`src/rtl/rr_decoder_arbiter.sv`:
```
// -----------------------------------------------------------------------------
// rr_decoder_arbiter
//
// Round-robin arbiter driving one shared 8-way one-hot select bus. At most one
// requester holds the bus at a time. A grant lasts until the requester drops
// its request, the arbiter is disabled, or MAX_HOLD cycles elapse. Every grant
// is followed by one dead cycle (GAP) and one decision cycle (IDLE), so two
// different requesters never see their select lines overlap.
//
// Parameters:
//   MAX_HOLD   maximum consecutive cycles one grant may be held (1..255)
//
// Ports:
//   clk        clock, all state updates on the rising edge
//   rst        synchronous active-high reset
//   E          enable; low blocks new grants and ends an active grant
//   req[7:0]   request vector, bit i set means requester i wants the bus
//   S[7:0]     registered one-hot grant, zero when no grant is active
//   A[2:0]     registered binary index of the granted requester
//   gnt_valid  registered, high while a grant is active
//   timeout    registered one-cycle pulse when a grant hits MAX_HOLD
// -----------------------------------------------------------------------------
module rr_decoder_arbiter #(
    parameter int unsigned MAX_HOLD = 16
) (
    input  logic       clk,
    input  logic       rst,
    input  logic       E,
    input  logic [7:0] req,
    output logic [7:0] S,
    output logic [2:0] A,
    output logic       gnt_valid,
    output logic       timeout
);

    localparam logic [1:0] ST_IDLE  = 2'd0;
    localparam logic [1:0] ST_GRANT = 2'd1;
    localparam logic [1:0] ST_GAP   = 2'd2;

    localparam logic [7:0] HOLD_LIMIT = 8'(MAX_HOLD);

    logic [1:0] state_q, state_d;
    logic [2:0] ptr_q,   ptr_d;
    logic [7:0] cnt_q,   cnt_d;
    logic [7:0] s_q,     s_d;
    logic [2:0] a_q,     a_d;
    logic       gv_q,    gv_d;
    logic       to_q,    to_d;

    // Requests rotated so that position 0 is the requester just after the
    // last-served one; position 7 is the last-served requester itself.
    logic [2:0] rot_idx [8];
    logic [7:0] req_rot;

    genvar gi;
    generate
        for (gi = 0; gi < 8; gi++) begin : g_rot
            assign rot_idx[gi] = ptr_q + 3'(gi + 1);
            assign req_rot[gi] = req[rot_idx[gi]];
        end
    endgenerate

    // Lowest rotated position wins: scanning downward lets it overwrite.
    logic [2:0] pick_idx;
    always_comb begin
        pick_idx = 3'd0;
        for (int k = 7; k >= 0; k--) begin
            if (req_rot[k]) begin
                pick_idx = rot_idx[k];
            end
        end
    end

    logic at_limit;
    logic end_grant;
    assign at_limit  = (cnt_q == HOLD_LIMIT);
    assign end_grant = !req[a_q] || !E || at_limit;

    always_comb begin
        state_d = state_q;
        ptr_d   = ptr_q;
        cnt_d   = cnt_q;
        s_d     = s_q;
        a_d     = a_q;
        gv_d    = gv_q;
        to_d    = 1'b0;
        case (state_q)
            ST_IDLE: begin
                s_d  = 8'h00;
                gv_d = 1'b0;
                if (E && (req != 8'h00)) begin
                    a_d     = pick_idx;
                    s_d     = 8'h01 << pick_idx;
                    gv_d    = 1'b1;
                    cnt_d   = 8'd1;
                    state_d = ST_GRANT;
                end
            end
            ST_GRANT: begin
                if (end_grant) begin
                    s_d     = 8'h00;
                    gv_d    = 1'b0;
                    ptr_d   = a_q;
                    cnt_d   = 8'd0;
                    state_d = ST_GAP;
                    // Only a limit hit on a still-wanted, still-enabled grant
                    // counts as a timeout; releases and disables do not.
                    to_d    = req[a_q] && E && at_limit;
                end else if (!at_limit) begin
                    cnt_d = cnt_q + 8'd1;
                end
            end
            ST_GAP: begin
                s_d     = 8'h00;
                gv_d    = 1'b0;
                state_d = ST_IDLE;
            end
            default: begin
                s_d     = 8'h00;
                gv_d    = 1'b0;
                state_d = ST_IDLE;
            end
        endcase
    end

    always_ff @(posedge clk) begin
        if (rst) begin
            state_q <= ST_IDLE;
            ptr_q   <= 3'd7;
            cnt_q   <= 8'd0;
            s_q     <= 8'h00;
            a_q     <= 3'd0;
            gv_q    <= 1'b0;
            to_q    <= 1'b0;
        end else begin
            state_q <= state_d;
            ptr_q   <= ptr_d;
            cnt_q   <= cnt_d;
            s_q     <= s_d;
            a_q     <= a_d;
            gv_q    <= gv_d;
            to_q    <= to_d;
        end
    end

    assign S         = s_q;
    assign A         = a_q;
    assign gnt_valid = gv_q;
    assign timeout   = to_q;

endmodule

```
`config.mk`:
```
export PLATFORM = sky130hd
export DESIGN_NAME = rr_decoder_arbiter
export DESIGN_NICKNAME = d
export VERILOG_FILES = /design/src/rtl/rr_decoder_arbiter.sv
export SDC_FILE = /design/constraint.sdc
export NUM_CORES = 1
export LEC_CHECK = 0
export CAP_MARGIN = 30
export CORE_ASPECT_RATIO = 0.8
export CORE_MARGIN = 5
export CORE_UTILIZATION = 25
export DETAILED_ROUTE_END_ITERATION = 6
export GPL_TIMING_DRIVEN = 1
export MAX_ROUTING_LAYER = met4
export SLEW_MARGIN = 20
export SYNTH_ARGS = -nofsm -noshare
export SYNTH_HDL_FRONTEND = slang
export SYNTH_SLANG_ARGS = --single-unit
```
`constraint.sdc`:
```
create_clock -name clk -period 3.7 [get_ports clk]
set_input_delay 0.37 -clock clk [delete_from_list [all_inputs] [get_ports clk]]
set_output_delay 0.37 -clock clk [all_outputs]
set_load 0.005 [all_outputs]
```
==> results.tsv <==
metric	value	unit
dp_hpwl	3873	µm
via_per_inst	5.026	
synth_seq_cells	26	
critPathArrivalTime	3.28	ns
synth_edf_count	0	
ant_nets	0	
ys.warnings.count	0	
wirelength	4965	µm
grt_pass1_vias	1640	
leakage	0.8899	nW
power.density	394.2	nW/µm²
hold_buffers	0	
clock_skew	0.002265	ns
pre_cts_ws	0.6196	ns
period_minus_slack	3.110	ns
worst_pin_slew	0.5891	ns
setup_viol	0	
gr-total-overflow	0	
hold_viol_final	0	
chipWidth	110.3	µm
ios	24	
final_max_slew_viol_count	0	
clockRootBuffer	clkbuf_8	
cts.sinks	26	
synth_nets	231	
grt_pass1_wl	8259	µm
clk_latency	0.27	ns
synth_cells	216	
crit_path_start_kind	flip-flop	
cp_max_fo	25	
post_drt_wl_per_cell	14.43	µm
start_util	0.2557	
drt-pass1-iter-count	4	
drc	0	
cts_tree	done	
synth_ff_type	dfxtp_1	
clk_path_buf_depth	2	
outcome	finished, final reports clean	
setup_ws	0.5896	ns
ys_async_sr_fraction	0	
cts_made_buffers	3	
grtUsageTotal	0.1041	
vdd_drop_max	0.1442	mV
fmax	321.5	MHz
antenna_cells	0	
placementRows	29	
cts.htree.levels	1	
synthToLayoutAreaGrowth	18.96	%
drt-initial-drc-count	121	
fp.dieArea	9958	µm²
rsz0062_at_grt	false	
routabilityCongestion	0.8954	
yosysSeqAreaShare	0.2585	
ys_types	52	
core_area	7874	µm²
critPathKind	reg2reg	
endpoint_kind	flip-flop	
relSlewSlack	0.6011	
hp-class	reg2reg	
required	3.87	ns
cap_viol_max_count	0	
clk_pin_slew	0.09	ns
grt_max_degree	26	
synth_area	2013	µm²
post_cts_buffers	0	
route.vias.total	1729	
ctsResizeCount	0	
drive_gt1_frac	0.1102	
timing.setup.tns	0	ns
port_buffers	23	
antenna_found_initial	0	
dieHeight	90.26	µm
nNetsFinal	252	
period_share	0.8406	
syn_area_per_cell	9.320	µm²
-- cell families after synthesis --
logic type | Yosys count | share of synthesized area
AND/OR/NAND/NOR | 76 | 0.1933
multiplexers | 30 | 0.2343
flip-flops | 26 | 0.2585
adder cells (fa/ha/maj) | 4 | 0.02486
AO/OA/AOI/OAI | 48 | 0.1840
buffers and inverters | 20 | 0.04910
XOR/XNOR | 12 | 0.05594
-- worst max-delay path: stages (launching register included) --
cell      delay [ns]
dfxtp_1         0.34
buf_4           0.30
ha_1            0.28
xor2_2          0.29
mux2_2          0.37
o221ai_1        0.41
mux2_2          0.39
nand4_1         0.13
o311ai_4        0.18
a32o_1          0.29
-- flip-flops by register name (all words and copies together), names as in the netlist --
signal and count:
ptr_q 3, gnt_valid 1, cnt_q 8, timeout 1
state_q 2, S 8, A 3
-- routing by layer --
| metal | track usage | vias up | wire, µm |
|---|---|---|---|
| met2 | 0.1505 | 24 | 2149 |
| met1 | 0.1538 | 840 | 2624 |
| met4 | 0.01846 | 0 | 38 |
| met5 | - | - | 0 |
| met3 | 0.01716 | 4 | 152 |
| li1 | - | 861 | - |
-- synth_stat cells (5+ instances only) --
master	count	area, µm²
dfxtp_1	26	520.5
nand2_1	20	75.07
nor2_1	20	75.07
mux2i_1	12	120.1
inv_1	10	37.54
a21oi_1	7	35.03
xor2_1	7	61.31
mux2_2	6	67.56
mux4_1	6	157.7
nand3_1	6	30.03
a32o_1	5	50.05
mux4_2	5	112.6
o211ai_1	5	37.54
o31ai_1	5	37.54
-- metrics by stage --
| stage | cell area, µm² | power [mW] | utilization | std cells | hold slack, ns |
|---|---|---|---|---|---|
| floorplan | 2013 | 0.6522 | - | 216 | 0.4495 |
| global placement | 2340 | 0.7604 | 0.2972 | 340 | 0.4476 |
| detailed placement | 2340 | 0.7656 | 0.2972 | 340 | 0.4507 |
| CTS | 2395 | 0.9498 | 0.3041 | 344 | 0.4685 |
| global route | 2395 | 1.013 | 0.3041 | 344 | 0.4842 |
| finish | 2395 | 0.9440 | 0.3041 | 344 | 0.4677 |
-- worst paths after layout --
| kind | startpoint | endpoint | slack [ns] | cells after the start |
|---|---|---|---|---|
| setup / recovery | ptr_q[0] | S[6] | 0.59 | 9 |
| hold / removal | S[1] | S[1] | 0.47 | 2 |
| setup reg to reg | ptr_q[0] | S[6] | 0.59 | 9 |
| hold reg to reg | S[1] | S[1] | 0.47 | 2 |
-- placed cells by master, fill, tap and decap left out, types with 6 or more instances in the layout --
cell type and n:
a21oi_1 7, nand3_1 6, clkdlybuf4s50_1 23, xor2_1 7
nor2_1 20, mux4_1 6, mux2i_1 12, inv_1 10
mux2_2 6, dfxtp_1 26, nand2_1 20
-- report_power, final --
part           total, mW  leakage (nW)  switching, mW  internal, mW
Sequential         0.321         0.211         0.0228         0.298
Combinational      0.441         0.650          0.241         0.200
Clock              0.182        0.0288         0.0870        0.0951
-- cell type report --
type / instances / area, µm²
clock buffers: 4 / 55.05
fillers: 849 / 5479
inverters: 10 / 37.54
multi-input cells: 170 / 1394
flip-flops and latches: 26 / 520.5
well taps: 108 / 135.1
repair buffers: 26 / 252.7
Note: power is estimated with default switching activity, not from simulation.
